$ cat config.mk
export PLATFORM = sky130hd
export DESIGN_NAME = lcd_src_sched_flat
export DESIGN_NICKNAME = d
export VERILOG_FILES = /design/src/rtl/lcd_src_sched_pkg.sv /design/src/rtl/lcd_src_sched_if.sv /design/src/rtl/lcd_src_sched_colorbar.sv /design/src/rtl/lcd_src_sched.sv /design/src/flat_wrapper.sv
export SDC_FILE = /design/constraint.sdc
export NUM_CORES = 1
export LEC_CHECK = 0
export CORE_MARGIN = 3
export CORE_UTILIZATION = 58
export CTS_CLUSTER_SIZE = 40
export DETAILED_ROUTE_END_ITERATION = 6
export PLACE_DENSITY = 0.92
export SLEW_MARGIN = 20
export SYNTH_ARGS = -nofsm -noshare
export SYNTH_HDL_FRONTEND = slang
export SYNTH_SLANG_ARGS = --single-unit
$ cat constraint.sdc
create_clock -name clk -period 8.6 [get_ports clk]
set_input_delay 0.86 -clock clk [delete_from_list [all_inputs] [get_ports clk]]
set_output_delay 0.86 -clock clk [all_outputs]
set_load 0.05 [all_outputs]
$ cat src/rtl/lcd_src_sched_pkg.sv
// Shared encodings for the LCD pixel-source scheduler: source codes, FSM state
// codes and the RGB565 colour-bar table.
package lcd_sched_pkg;

  localparam logic [1:0] SRC_FIXED    = 2'd0;
  localparam logic [1:0] SRC_BAR      = 2'd1;
  localparam logic [1:0] SRC_FIFO     = 2'd2;
  localparam logic [1:0] SRC_RESERVED = 2'd3;

  localparam logic [1:0] ST_IDLE     = 2'd0;
  localparam logic [1:0] ST_RUN      = 2'd1;
  localparam logic [1:0] ST_UNDERRUN = 2'd2;

  // Bars left to right: white, yellow, cyan, green, magenta, red, blue, black.
  function automatic logic [15:0] bar_color(input logic [2:0] idx);
    logic [15:0] c;
    case (idx)
      3'd0:    c = 16'hFFFF;
      3'd1:    c = 16'hFFE0;
      3'd2:    c = 16'h07FF;
      3'd3:    c = 16'h07E0;
      3'd4:    c = 16'hF81F;
      3'd5:    c = 16'hF800;
      3'd6:    c = 16'h001F;
      default: c = 16'h0000;
    endcase
    return c;
  endfunction

  function automatic logic [1:0] norm_src(input logic [1:0] sel);
    logic [1:0] s;
    case (sel)
      SRC_BAR:  s = SRC_BAR;
      SRC_FIFO: s = SRC_FIFO;
      default:  s = SRC_FIXED;
    endcase
    return s;
  endfunction

endpackage

$ cat src/rtl/lcd_src_sched_if.sv
// Pixel request/response and FWFT FIFO signals between the LCD driver side
// (master) and the source scheduler (slave).
interface lcd_src_sched_if;
  logic        data_req;
  logic [15:0] pixel_data;
  logic        fifo_empty;
  logic [15:0] fifo_dout;
  logic        fifo_rd_en;

  modport master (
    output data_req,
    input  pixel_data,
    output fifo_empty,
    output fifo_dout,
    input  fifo_rd_en
  );

  modport slave (
    input  data_req,
    output pixel_data,
    input  fifo_empty,
    input  fifo_dout,
    output fifo_rd_en
  );
endinterface

$ cat src/rtl/lcd_src_sched_colorbar.sv
// Eight vertical colour bars: bar index advances every bar_w served pixels,
// saturates on the last bar and restarts at each line.
module lcd_colorbar_gen
  import lcd_sched_pkg::*;
(
  input  logic        clk,
  input  logic        rst_n,
  input  logic        step,
  input  logic        clr,
  input  logic [10:0] x_cnt,
  input  logic [7:0]  bar_w,
  output logic [15:0] color
);

  logic [2:0] idx_q, idx_d, idx_s;
  logic [7:0] cnt_q, cnt_d, cnt_s;

  // x_cnt==0 restarts the bar walk even if the line-end clear was missed.
  always_comb begin
    idx_s = (x_cnt == 11'd0) ? 3'd0 : idx_q;
    cnt_s = (x_cnt == 11'd0) ? 8'd0 : cnt_q;
    color = bar_color(idx_s);
    idx_d = idx_q;
    cnt_d = cnt_q;
    if (clr) begin
      idx_d = 3'd0;
      cnt_d = 8'd0;
    end else if (step) begin
      if (({1'b0, cnt_s} + 9'd1) >= {1'b0, bar_w}) begin
        cnt_d = 8'd0;
        idx_d = (idx_s == 3'd7) ? 3'd7 : idx_s + 3'd1;
      end else begin
        cnt_d = cnt_s + 8'd1;
        idx_d = idx_s;
      end
    end else begin
      idx_d = idx_q;
      cnt_d = cnt_q;
    end
  end

  // Bar position registers.
  always_ff @(posedge clk or negedge rst_n) begin
    if (!rst_n) begin
      idx_q <= 3'd0;
      cnt_q <= 8'd0;
    end else begin
      idx_q <= idx_d;
      cnt_q <= cnt_d;
    end
  end

endmodule

$ cat src/rtl/lcd_src_sched.sv
// Pixel-source scheduler (fixed colour / colour bar / FWFT FIFO) switching only
// at frame boundaries. Define LCD_SRC_STATS_EN to add underrun_cnt/frame_cnt.
module lcd_src_sched
  import lcd_sched_pkg::*;
#(
  parameter logic [15:0] UNDERRUN_COLOR = 16'hF800,
  parameter logic [15:0] IDLE_COLOR     = 16'h0000
) (
  input  logic         clk,
  input  logic         rst_n,
  lcd_src_sched_if.slave pix,
  input  logic [10:0]  h_disp,
  input  logic [10:0]  v_disp,
  input  logic [1:0]   src_sel,
  input  logic [15:0]  fixed_color,
  output logic [1:0]   active_src,
  output logic         frame_done,
  output logic         underrun,
  input  logic         err_clr
`ifdef LCD_SRC_STATS_EN
  ,
  output logic [15:0]  underrun_cnt,
  output logic [15:0]  frame_cnt
`endif
);

  logic [1:0]  state_q, state_d;
  logic        req_dly_q;
  logic [10:0] x_cnt_q, x_cnt_d, y_cnt_q, y_cnt_d;
  logic [10:0] h_disp_q, v_disp_q;
  logic [15:0] fixed_q, pixel_q, pixel_d;
  logic [1:0]  active_src_q;
  logic        frame_done_q, underrun_q, underrun_d;

  logic        start_s, line_end_s, frame_end_s, serving_s, run_like_s;
  logic        rd_en_s, urun_set_s, lost_s;
  logic [1:0]  src_eff_s;
  logic [10:0] h_eff_s;
  logic [15:0] fixed_eff_s, bar_color_s;
  logic [7:0]  bar_w_s;

  // On the frame-start pixel the freshly sampled inputs are used directly.
  always_comb begin
    start_s     = (state_q == ST_IDLE) & pix.data_req & ~req_dly_q;
    line_end_s  = ~pix.data_req & req_dly_q & (state_q != ST_IDLE);
    frame_end_s = line_end_s & (v_disp_q != 11'd0) & (y_cnt_q == (v_disp_q - 11'd1));
    src_eff_s   = start_s ? norm_src(src_sel) : active_src_q;
    h_eff_s     = start_s ? h_disp : h_disp_q;
    fixed_eff_s = start_s ? fixed_color : fixed_q;
    bar_w_s     = (h_eff_s < 11'd8) ? 8'd1 : h_eff_s[10:3];
    serving_s   = pix.data_req & ((state_q != ST_IDLE) | start_s);
    run_like_s  = (state_q == ST_RUN) | start_s;
    rd_en_s     = pix.data_req & run_like_s & (src_eff_s == SRC_FIFO) & ~pix.fifo_empty;
    urun_set_s  = pix.data_req & run_like_s & (src_eff_s == SRC_FIFO) & pix.fifo_empty;
    lost_s      = serving_s & (urun_set_s | (state_q == ST_UNDERRUN));
  end

  lcd_colorbar_gen u_bar (
    .clk   (clk),
    .rst_n (rst_n),
    .step  (serving_s),
    .clr   (line_end_s),
    .x_cnt (x_cnt_q),
    .bar_w (bar_w_s),
    .color (bar_color_s)
  );

  // Next state, counters and pixel selection.
  always_comb begin
    state_d = state_q;
    case (state_q)
      ST_IDLE:     state_d = start_s ? (urun_set_s ? ST_UNDERRUN : ST_RUN) : ST_IDLE;
      ST_RUN:      state_d = urun_set_s ? ST_UNDERRUN : ST_RUN;
      ST_UNDERRUN: state_d = frame_end_s ? ST_RUN : ST_UNDERRUN;
      default:     state_d = ST_IDLE;
    endcase

    if (line_end_s) begin
      x_cnt_d = 11'd0;
      y_cnt_d = frame_end_s ? 11'd0 : y_cnt_q + 11'd1;
    end else if (serving_s) begin
      x_cnt_d = x_cnt_q + 11'd1;
      y_cnt_d = y_cnt_q;
    end else begin
      x_cnt_d = x_cnt_q;
      y_cnt_d = y_cnt_q;
    end

    if (!serving_s) begin
      pixel_d = pixel_q;
    end else if (lost_s) begin
      pixel_d = UNDERRUN_COLOR;
    end else begin
      case (src_eff_s)
        SRC_FIFO: pixel_d = pix.fifo_dout;
        SRC_BAR:  pixel_d = bar_color_s;
        default:  pixel_d = fixed_eff_s;
      endcase
    end

    underrun_d = urun_set_s | (underrun_q & ~err_clr);
  end

  // Scheduler state, configuration snapshot and registered outputs.
  always_ff @(posedge clk or negedge rst_n) begin
    if (!rst_n) begin
      state_q      <= ST_IDLE;
      req_dly_q    <= 1'b0;
      x_cnt_q      <= 11'd0;
      y_cnt_q      <= 11'd0;
      h_disp_q     <= 11'd0;
      v_disp_q     <= 11'd0;
      fixed_q      <= 16'h0000;
      active_src_q <= SRC_FIXED;
      pixel_q      <= IDLE_COLOR;
      frame_done_q <= 1'b0;
      underrun_q   <= 1'b0;
    end else begin
      state_q      <= state_d;
      req_dly_q    <= pix.data_req;
      x_cnt_q      <= x_cnt_d;
      y_cnt_q      <= y_cnt_d;
      pixel_q      <= pixel_d;
      frame_done_q <= frame_end_s;
      underrun_q   <= underrun_d;
      if (start_s | frame_end_s) begin
        h_disp_q     <= h_disp;
        v_disp_q     <= v_disp;
        fixed_q      <= fixed_color;
        active_src_q <= norm_src(src_sel);
      end else begin
        h_disp_q     <= h_disp_q;
        v_disp_q     <= v_disp_q;
        fixed_q      <= fixed_q;
        active_src_q <= active_src_q;
      end
    end
  end

  assign pix.pixel_data = pixel_q;
  assign pix.fifo_rd_en = rd_en_s;
  assign active_src     = active_src_q;
  assign frame_done     = frame_done_q;
  assign underrun       = underrun_q;

`ifdef LCD_SRC_STATS_EN
  logic [15:0] urun_cnt_q, frm_cnt_q;

  // Lost-pixel count saturates; frame count wraps.
  always_ff @(posedge clk or negedge rst_n) begin
    if (!rst_n) begin
      urun_cnt_q <= 16'd0;
      frm_cnt_q  <= 16'd0;
    end else begin
      urun_cnt_q <= (lost_s && (urun_cnt_q != 16'hFFFF)) ? urun_cnt_q + 16'd1 : urun_cnt_q;
      frm_cnt_q  <= frame_end_s ? frm_cnt_q + 16'd1 : frm_cnt_q;
    end
  end

  assign underrun_cnt = urun_cnt_q;
  assign frame_cnt    = frm_cnt_q;
`endif

endmodule

$ cat src/flat_wrapper.sv
// flat-port wrapper written by rule: the top's interface ports become plain ports
module lcd_src_sched_flat import lcd_sched_pkg::*;
#(
  parameter logic [15:0] UNDERRUN_COLOR = 16'hF800,
  parameter logic [15:0] IDLE_COLOR     = 16'h0000
)
  (clk, rst_n, h_disp, v_disp, src_sel, fixed_color, active_src, frame_done, underrun, err_clr, pix_data_req, pix_pixel_data, pix_fifo_empty, pix_fifo_dout, pix_fifo_rd_en);
  lcd_src_sched_if pix_i ();
  input  logic clk;
  input  logic rst_n;
  input  logic [10:0] h_disp;
  input  logic [10:0] v_disp;
  input  logic [1:0] src_sel;
  input  logic [15:0] fixed_color;
  output logic [1:0] active_src;
  output logic frame_done;
  output logic underrun;
  input  logic err_clr;
  input wire logic [$bits(pix_i.data_req)-1:0] pix_data_req;
  output wire logic [$bits(pix_i.pixel_data)-1:0] pix_pixel_data;
  input wire logic [$bits(pix_i.fifo_empty)-1:0] pix_fifo_empty;
  input wire logic [$bits(pix_i.fifo_dout)-1:0] pix_fifo_dout;
  output wire logic [$bits(pix_i.fifo_rd_en)-1:0] pix_fifo_rd_en;
  assign pix_i.data_req = pix_data_req;
  assign pix_pixel_data = pix_i.pixel_data;
  assign pix_i.fifo_empty = pix_fifo_empty;
  assign pix_i.fifo_dout = pix_fifo_dout;
  assign pix_fifo_rd_en = pix_i.fifo_rd_en;
  lcd_src_sched #(.UNDERRUN_COLOR(UNDERRUN_COLOR), .IDLE_COLOR(IDLE_COLOR)) u_core (.clk(clk), .rst_n(rst_n), .pix(pix_i), .h_disp(h_disp), .v_disp(v_disp), .src_sel(src_sel), .fixed_color(fixed_color), .active_src(active_src), .frame_done(frame_done), .underrun(underrun), .err_clr(err_clr));
endmodule
== After elaboration in Yosys (flattened, before gate mapping) ==
Index checks and enable logic that the tools add are counted.

* Register bits after elaboration: 94
* Bits of input ports: 61
* Output and inout bits: 21
* Word-level logic and storage cells: 87

* Add/subtract/negate cells: 6
* Magnitude comparators: 2
* Equal/unequal tests: 14
* Mux-type cells: 24
* Bitwise gates (word level): 22
* Reductions and logical operators: 6

{| class="wikitable"
|+ Operators by type and width
! cell !! count
|-
| one-hot mux 16 bit (7 select lines) || 1
|-
| 2-to-1 mux 11 bit || 4
|-
| 2-to-1 mux 8 bit || 5
|-
| 2-to-1 mux 16 bit || 2
|-
| one-hot mux 16 bit (2 select lines) || 1
|-
| adder 11 x 1 -> 11 bit, second input constant || 2
|-
| 2-to-1 mux 3 bit || 5
|-
| AND 1 bit || 13
|-
| == test 3 bit, second input constant || 4
|-
| == test 11 bit || 1
|-
| logical NOT 11 bit || 1
|-
| < comparator 11 x 4 -> 1 bit, second input constant || 1
|-
| nonzero test 11 bit || 1
|-
| subtractor 11 x 1 -> 11 bit, second input constant || 1
|-
| adder 8 x 1 -> 9 bit, second input constant || 1
|-
| greater-or-equal comparator 9 x 8 -> 1 bit || 1
|-
| adder 8 x 1 -> 8 bit, second input constant || 1
|-
| 2-to-1 mux 2 bit || 4
|-
| == test 2 x 1 -> 1 bit, second input constant || 3
|-
| == test 2 bit, second input constant || 3
|-
| == test 3 x 2 -> 1 bit, second input constant || 2
|-
| one-hot mux 2 bit (3 select lines) || 1
|-
| bitwise OR 1 bit || 5
|-
| inverter 1 bit || 4
|-
| 6 further kinds || 7
|}

== Logic depth before layout (Yosys ltp) ==
Gate-level depths: netlist of run 1.

* Depth after elaboration: 10
* Gate-level depth with buffers: 18

== Modules after synthesis ==
A second synthesis of run 1 with hierarchy kept.

* Cell total of the unflattened synthesis: 569
* Area total of the unflattened synthesis: 5594.1 um^2

{| class="wikitable"
|+ By module, submodules not included
! module !! instances !! cells each !! area an instance (um^2) !! sequential area each (um^2)
|-
| lcd_src_sched || 1 || 456 || 4511.8 || 2001.9
|-
| lcd_colorbar_gen || 1 || 113 || 1082.3 || 275.3
|}

== Worst setup path before layout of run 1 ==
Ideal clock, no wire load.

* Kind: input -> output
* Start: input port pix_data_req
* End: output port pix_fifo_rd_en
* Arrival time: 4223 ps
* Setup slack: 3517 ps
* Stages on the path: 12
* Cell sequence: clkbuf_1 nor2b_1 nand2_1 clkbuf_1 nand2_1 o21a_1 inv_1 ha_1 clkbuf_1 clkbuf_1 nand2_1 nor4_1

* Word-level cells in the longest chain between the ends: 6
* Elaborated cells between the ends (all ways): 8
* Those cells by class: eq/ne: 1; mux: 1; bitwise: 6

{| class="wikitable"
|+ Ends and longest elaborated chain
! element !! line !! source
|-
| start: declaration || flat_wrapper.sv:19 || <nowiki>input wire logic [$bits(pix_i.data_req)-1:0] pix_data_req;</nowiki>
|-
| AND 1 bit (2 in a row) || lcd_src_sched.sv:44 || <nowiki>start_s = (state_q == ST_IDLE) & pix.data_req & ~req_dly_q;</nowiki>
|-
| 2-to-1 mux 2 bit / bitwise OR 1 bit (equally long branches) || lcd_src_sched.sv:47, lcd_src_sched.sv:52 ||
|-
| == test 2 bit / AND 1 bit (equally long branches) || lcd_src_sched.sv:53 || <nowiki>rd_en_s = pix.data_req & run_like_s & (src_eff_s == SRC_FIFO) & ~pix.fifo_empty;</nowiki>
|-
| AND 1 bit (*) (2 in a row) || lcd_src_sched.sv:53 ||
|-
| end: declaration || flat_wrapper.sv:23 || <nowiki>output wire logic [$bits(pix_i.fifo_rd_en)-1:0] pix_fifo_rd_en;</nowiki>
|}

Mark *: on every way between the ends. The rest lies on a longest branch, timed or not.

== Final worst setup path of run 1 ==
Same ends and word-level chain as after synthesis.

==> flow_metrics.tcl, run 1 <==
set metrics [dict create \
    syn_area_per_cell_um2 9.961 \
    hold_path.class "primary input to async pin" \
    cp-start-kind "primary input" \
    slew_headroom 0.3054 \
    slew_violations 0 \
    port_buffers 78 \
    clock_sink_count 91 \
    critical_path.endpoint_type "output port" \
    grtUsageTotal 0.2572 \
    crit_arrival_ps 4730 \
    antenna_found_initial 0 \
    grt_pass1_wl_um 20790 \
    via_per_inst 6.085 \
    path_buf_inv 2 \
    worst_pin_slew_ps 1042 \
    core_mm2 0.008423 \
    clk_pin_slew_ps 90 \
    rsz0062_at_grt "false" \
    hold_buffers 0 \
    rows 33 \
    worstPathCellList "clkdlybuf4s50_1, nor2b_1, nand2_1, nand2_1, o21a_1, ha_1, nand2_1, nor4_1, clkdlybuf4s50_1" \
    ant_nets 0 \
    power.density_mw_per_mm2 327.4 \
    synthTopCellsByArea "dfrtp_1 (44%), nand2_1 (6.4%), mux2_4 (5.8%)" \
    fin_worst_skew_ps 8.410 \
    drtPass1Iterations 5 \
    io_pins 82 \
    synth_top_area_frac 0.4430 \
    htree_levels 3 \
    ys.flop_type "dfrtp_1" \
    timing.critical_path.mode_cell "nand2_1" \
    path_class "primary input to output port" \
    gp_congestion 0.8382 \
    die_area_mm2 0.01003 \
    place_ws_ps 3104 \
    initial_core_util 0.6102 \
    nets 658 \
    async_flop_share 1.000 \
    final_layout_size_suffix_gt1_frac 0.09556 \
    setup_violations 0 \
    syn_to_final_growth_pct 19.35 \
    netlist_instances 516 \
    insertion_delay_ps 360 \
    drc 0 \
    yosysTopAreaCell "dfrtp_1" \
    cts_root_buf "clkbuf_8" \
    wl_um 12240 \
    status "complete, no violations" \
    worst_slack_ps 3011 \
    slowest_stage "clkdlybuf4s50_1" \
    hold_viol 0 \
    max_stage_delay_ps 900 \
    cts_tree "yes" \
    cts_buffer_depth 2 \
    ys_seq_area_frac 0.4430 \
    crit_fanout 25 \
    crit_required_ps 7740 \
    cts_setup_buffers 0 \
    synth_edf_count 0 \
    first_iter_violations 238 \
    grt_pass1_vias 4452 \
    ys_ff_latch 91 \
    gr-total-overflow 0 \
    post-route-period-util 0.6499 \
    synth_warnings 0 \
    fin_tns_setup_ps 0 \
    diodes 0 \
    syn_nets 593 \
    fp.dieH_um 100.1 \
    hpwl_um 8604 \
    cap_violations 0 \
    p_leak_nw 2.707 \
    min_period_ps 5589 \
    yosysUniqueCellTypes 54 \
    cts-buffers-inserted 9 \
    cpLargestDelayFamily "simple AND/OR/NAND/NOR gates" \
    final_cell_mix "dfrtp_1 (91), nand2_1 (87), clkdlybuf4s50_1 (77)" \
    post_cts_resized 0 \
    clock.fmax_mhz 178.9 \
    num_vias 4205 \
    ir_worst_vdd_v 0.0002429 \
    wl_per_cell_um 17.72 \
    synth_area_mm2 0.005140 \
    die_w_um 100.1 \
    final_common_cell "dfrtp_1" \
    grt_max_degree 62 \
]
## worst register-to-register path: stages (launching register included)
cell	delay, ps
dfrtp_1	430
inv_1	80
ha_1	140
nor4b_1	310
nand4_1	400
and2_1	340
ha_1	220
nand3_1	130
xor2_1	170
nor2_1	90
ha_1	330
a21o_1	160
a21o_1	180
a21oi_1	130
o21ai_0	150
a211oi_1	290
and2_1	340
a22o_1	180
## path summary, 6_finish.rpt
check,startpoint,slack [ps],to,cells past startpoint
setup / recovery,pix_data_req,3010,pix_fifo_rd_en,9
hold / removal,rst_n,420,u_core.v_disp_q[3],1
setup reg to reg,u_core.x_cnt_q[0],4480,u_core.u_bar.cnt_q[4],17
hold reg to reg,u_core.underrun,480,u_core.underrun,1
max in group asynchronous,rst_n,7060,u_core.u_bar.cnt_q[1],2
min in group clk,u_core.underrun,480,u_core.underrun,1
## metrics by stage
stage	area, um^2	utilization	power [mW]	hold slack (ps)	instances
floorplan	5140	-	1.414	457.4	516
global placement	5913	0.7020	1.622	461.2	675
detailed placement	5913	0.7020	1.676	464.8	675
CTS	6128	0.7276	2.004	433.2	691
global route	6135	0.7283	2.144	436.0	691
finish	6135	0.7283	2.009	425.0	691
## Yosys cell counts (6+ instances only)
cell type and count:
dfrtp_1 91, xnor2_1 11, nor3_1 6, inv_1 11, a22o_1 19, clkbuf_1 21
xor2_1 22, mux2_4 20, a31oi_1 18, nand3_1 11, nand4_1 7, o21ai_0 15
a21oi_1 12, mux2i_1 8, nor2_1 34, or3_1 6, and2_1 7, nor2b_1 6
ha_1 16, nand2_1 87, a211oi_1 7
## cell families (layout without fill, tap and decap cells)
logic type                 after synthesis  count (layout)  synth area share
and+or+nand+nor                        193             193            0.1772
DFF                                     91              91            0.4430
adders and majority gates               16              16           0.03895
AOI/OAI and AO/OA                      106             106            0.1473
muxes                                   38              38           0.09591
buffers and inverters                   39             109           0.04138
xor gates and xnor gates                33              33           0.05623
## sequential cells by signal, indices dropped and copies added (netlist names)
name / flops
u_core.underrun: 1
u_core.u_bar.idx_q: 3
u_core.x_cnt_q: 11
u_core.req_dly_q: 1
u_core.u_bar.cnt_q: 8
u_core.h_disp_q: 8
u_core.state_q: 2
u_core.y_cnt_q: 11
u_core.fixed_q: 16
u_core.pix.pixel_data: 16
u_core.active_src: 2
u_core.v_disp_q: 11
u_core.frame_done: 1
## where the power goes
group / switching [mW] / total [mW] / leakage (nW) / internal (mW)
Sequential: 0.137 / 0.716 / 1.15 / 0.578
Combinational: 0.553 / 0.976 / 1.44 / 0.422
Clock: 0.154 / 0.317 / 0.109 / 0.163
## cell type report
| cell class | count | area (um^2) |
|---|---|---|
| clock buffer | 9 | 123.9 |
| clock inverter | 7 | 91.34 |
| timing repair buffer | 82 | 808.3 |
| inverter | 11 | 41.29 |
| multi-input combinational | 386 | 2661 |
| tap | 105 | 131.4 |
| sequential | 91 | 2277 |
| fill | 583 | 2288 |
## per-layer routing
metal  global-route usage  share of wire  up-vias
met1               0.3215           0.42     2066
met2               0.4511           0.51      143
li1                     -              -     1969
met5                    0              0        -
met4              0.07668          0.020        0
met3              0.05073          0.047       27
No activity file was read; power rests on OpenSTA's default activity.
==> inputs of run 2 (changes only) <==
--- a/config.mk
+++ b/config.mk
@@ -6,10 +6,10 @@
 export NUM_CORES = 1
 export LEC_CHECK = 0
 export CORE_MARGIN = 3
-export CORE_UTILIZATION = 58
+export CORE_UTILIZATION = 54
 export CTS_CLUSTER_SIZE = 40
 export DETAILED_ROUTE_END_ITERATION = 6
-export PLACE_DENSITY = 0.92
+export PLACE_DENSITY = 0.87
 export SLEW_MARGIN = 20
 export SYNTH_ARGS = -nofsm -noshare
 export SYNTH_HDL_FRONTEND = slang
==> constraint.sdc (replaced) <==
create_clock -name clk -period 5.8 [get_ports clk]
set_input_delay 0.58 -clock clk [delete_from_list [all_inputs] [get_ports clk]]
set_output_delay 0.58 -clock clk [all_outputs]
set_load 0.05 [all_outputs]
==> flow_metrics.tcl, run 2 (same netlist as run 1, synthesis figures left out) <==
set metrics [dict create \
    cts_setup_buffers 0 \
    final_common_cell "dfrtp_1" \
    cap_violations 0 \
    clock.fmax_mhz 212.2 \
    rsz0062_at_grt "false" \
    placed_area_mm2 0.005954 \
    port_buffers 78 \
    wl_per_cell_um 16.58 \
    die_area_mm2 0.01072 \
    htree_levels 3 \
    initial_core_util 0.5726 \
    hold_buffers 0 \
    post_cts_resized 0 \
    crit_required_ps 5220 \
    hold_path.class "primary input to async pin" \
    final_util 0.6832 \
    via_per_inst 5.859 \
    die_w_um 103.6 \
    fin_worst_skew_ps 12.92 \
    clk_pin_slew_ps 80 \
    wl_um 11840 \
    gp_congestion 0.9303 \
    holdWs_ps 129.8 \
    drc 0 \
    antenna_found_initial 0 \
    slew_headroom 0.2821 \
    clock_sink_count 91 \
    cts_buffer_depth 2 \
    min_period_ps 4713 \
    grt_max_degree 66 \
    ant_nets 0 \
    rows 34 \
    cts_root_buf "clkbuf_8" \
    slew_violations 0 \
    cp-start-kind "primary input" \
    grt_pass1_wl_um 20440 \
    critical_path.endpoint_type "output port" \
    fp.dieH_um 103.6 \
    status "complete, no violations" \
    final_cell_mix "dfrtp_1 (91), nand2_1 (87), clkdlybuf4s50_1 (77)" \
    crit_fanout 18 \
    fin_area_mm2 0.006132 \
    core_mm2 0.008976 \
    drtPass1Iterations 5 \
    num_vias 4183 \
    hpwl_um 8337 \
    power.density_mw_per_mm2 469.8 \
    diodes 0 \
    power_mw 2.881 \
    nets 660 \
    worst_pin_slew_ps 1077 \
    path_class "primary input to output port" \
    post-route-period-util 0.8126 \
    cts-buffers-inserted 9 \
    crit_arrival_ps 4130 \
    grtUsageTotal 0.2286 \
    syn_to_final_growth_pct 19.30 \
    gr-total-overflow 0 \
    io_pins 82 \
    hold_viol 0 \
    setup_violations 0 \
    p_leak_nw 2.694 \
    fin_tns_setup_ps 0 \
    first_iter_violations 254 \
    cts_tree "yes" \
    ir_worst_vdd_v 0.0003423 \
    grt_pass1_vias 4293 \
    final_layout_size_suffix_gt1_frac 0.09524 \
    insertion_delay_ps 370 \
]
## run 2: report_power, final
group	switching [mW]	internal [mW]	total [mW]	leakage, nW
clock network	0.229	0.167	0.396	0.0863
registers	0.199	0.858	1.06	1.15
logic	0.800	0.628	1.43	1.45
total	1.23	1.65	2.88	2.69
## run 2: layer usage
layer | vias up | part of all wire | wire [um] | global-route usage
met5 | - | 0 | 0 | 0
met4 | 0 | 0.015 | 183 | 0.06838
met3 | 21 | 0.046 | 547 | 0.05286
met2 | 130 | 0.50 | 5960 | 0.3897
met1 | 2066 | 0.43 | 5144 | 0.2913
li1 | 1966 | - | - | -
## run 2: worst paths after layout
| check | slack (ps) | cells after the start | start | end |
|---|---|---|---|---|
| setup reg to reg | 1590 | 17 | u_core.x_cnt_q[0] | u_core.u_bar.cnt_q[3] |
| min in group clk | 480 | 1 | u_core.underrun | u_core.underrun |
| hold / removal | 130 | 1 | rst_n | u_core.v_disp_q[2] |
| setup / recovery | 1090 | 9 | pix_data_req | pix_fifo_rd_en |
| max in group asynchronous | 4540 | 2 | rst_n | u_core.y_cnt_q[10] |
| hold reg to reg | 480 | 1 | u_core.underrun | u_core.underrun |
## run 2: area by class of cell
cell class	count	area, um^2
clock buffer	12	145.1
sequential	91	2277
inverter	11	41.29
tap	126	157.7
clock inverter	4	26.28
fill	673	2844
multi-input combinational	386	2661
timing repair buffer	84	823.3
## run 2: critical path, stage by stage
cell             delay, ps
clkdlybuf4s50_1        640
nor2b_1                240
nand2_1                340
nand2_1                230
o21a_1                 180
ha_1                   600
nand2_1                110
nor4_1                 330
clkdlybuf4s50_1        870
## run 2: per-stage QoR
| step | std cells | setup slack [ps] |
|---|---|---|
| 2_1_floorplan | 516 | 1277 |
| 4_1_cts | 714 | 1071 |
| 5_1_grt | 714 | 818.6 |
| 6_report | 714 | 1087 |
| 3_5_place_dp | 698 | 1109 |
| 3_3_place_gp | 698 | 1202 |
==> inputs of run 3 (changes only) <==
==> constraint.sdc (replaced) <==
create_clock -name clk -period 4.4 [get_ports clk]
set_input_delay 0.44 -clock clk [delete_from_list [all_inputs] [get_ports clk]]
set_output_delay 0.44 -clock clk [all_outputs]
set_load 0.05 [all_outputs]
==> flow_metrics.tcl, run 3 (same netlist as run 1, synthesis figures left out) <==
set metrics [dict create \
    multiInputGateArea_mm2 0.002655 \
    die_area_mm2 0.01072 \
    p_leak_nw 2.734 \
    worst_pin_slew_ps 608.5 \
    place_ws_ps 433.6 \
    rsz0062_at_grt "false" \
    setup_violations 0 \
    post-route-period-util 0.9101 \
    worstPathCellList "inv_1, ha_1, nor4b_1, nand4_1, and2_1, ha_1, nand3_1, xor2_1, nor2_1, ha_1, a21o_1, a21o_1, a21oi_1, o21ai_0, a211oi_1, and2_1, a22o_1" \
    port_buffers 78 \
    ant_nets 0 \
    grt_pass1_wl_um 19970 \
    antenna_found_initial 0 \
    crit_fanout 9 \
    initial_core_util 0.5726 \
    grt_pass1_vias 4303 \
    ir_worst_vdd_v 0.0003884 \
    gr-total-overflow 0 \
    nets 665 \
    hpwl_um 8611 \
    drc 0 \
    clock.fmax_mhz 249.7 \
    cts_buffer_depth 2 \
    fin_worst_skew_ps 8.278 \
    cpLargestDelayFamily "simple AND/OR/NAND/NOR gates" \
    cp-start-kind "flop" \
    clk_pin_slew_ps 90 \
    cts-buffers-inserted 9 \
    diodes 0 \
    core_mm2 0.008976 \
    io_pins 82 \
    wl_per_cell_um 16.45 \
    grt_max_degree 48 \
    path_buf_inv 1 \
    critical_path.endpoint_type "flop" \
    insertion_delay_ps 360 \
    slew_headroom 0.5943 \
    regArea_mm2 0.002277 \
    cap_violations 0 \
    power.density_mw_per_mm2 625.7 \
    crit_required_ps 4700 \
    hold_viol 0 \
    slew_violations 0 \
    slowest_stage "dfrtp_1" \
    final.fill_count 648 \
    crit_arrival_ps 4310 \
    drtPass1Iterations 4 \
    cts_setup_buffers 0 \
    post_cts_resized 0 \
    path_class "flop to flop" \
    timing.critical_path.mode_cell "ha_1" \
    max_stage_delay_ps 430 \
    wl_um 11830 \
    worst_slack_ps 395.5 \
    fin_tns_setup_ps 0 \
    cts_tree "yes" \
    final_cell_mix "dfrtp_1 (91), nand2_1 (87), clkdlybuf4s50_1 (76)" \
    final_layout_size_suffix_gt1_frac 0.1079 \
    htree_levels 3 \
    min_period_ps 4004 \
    status "complete, no violations" \
    die_w_um 103.6 \
    clock_sink_count 91 \
    final_common_cell "dfrtp_1" \
    hold_buffers 0 \
    syn_to_final_growth_pct 21.08 \
    rows 34 \
    cts_root_buf "clkbuf_8" \
    num_vias 4182 \
    fp.dieH_um 103.6 \
    via_per_inst 5.816 \
    gp_congestion 0.9052 \
    grtUsageTotal 0.2243 \
    hold_path.class "primary input to async pin" \
    first_iter_violations 222 \
]
## run 3: final timing paths
kind | startpoint | end | slack [ps] | depth (start not counted)
worst max register to register | u_core.x_cnt_q[0] | u_core.u_bar.cnt_q[1] | 400 | 17
worst min-delay path | rst_n | u_core.v_disp_q[2] | 80 | 1
min in group clk | u_core.underrun | u_core.underrun | 490 | 1
worst max-delay path | u_core.x_cnt_q[0] | u_core.u_bar.cnt_q[1] | 400 | 17
worst min register to register | u_core.underrun | u_core.underrun | 490 | 1
max in group asynchronous | rst_n | u_core.fixed_q[10] | 3300 | 2
## run 3: metrics by stage
stage	hold WS (ps)	std cells	power [mW]	utilization	cell area (um^2)
after CTS	88.93	719	3.900	0.6933	6223
final	75.75	719	3.894	0.6933	6223
after detailed placement	466.4	703	3.290	0.6701	6015
after global routing	114.4	719	4.154	0.6933	6223
after floorplan	144.4	516	2.763	-	5140
after global placement	461.2	703	3.199	0.6701	6015
## run 3: metal layers
metal / GRT usage / up-vias / share of wire
li1: - / 1976 / -
met1: 0.2801 / 2046 / 0.42
met2: 0.3864 / 134 / 0.51
met3: 0.04664 / 26 / 0.050
met4: 0.08072 / 0 / 0.019
met5: 0 / - / 0
## run 3: report_power, final
group / internal [mW] / switching (mW) / leakage (nW)
logic: 0.845 / 1.05 / 1.48
registers: 1.13 / 0.261 / 1.15
clock network: 0.284 / 0.320 / 0.0999
## run 3: final cells by class
cell class / count / share of cell area
inverters: 11 / 0.006634
multi-input cells: 386 / 0.4266
flip-flops and latches: 91 / 0.3659
well taps: 126 / 0.02533
repair buffers: 89 / 0.1419
clock buffers: 10 / 0.02211
clock inverters: 6 / 0.01146
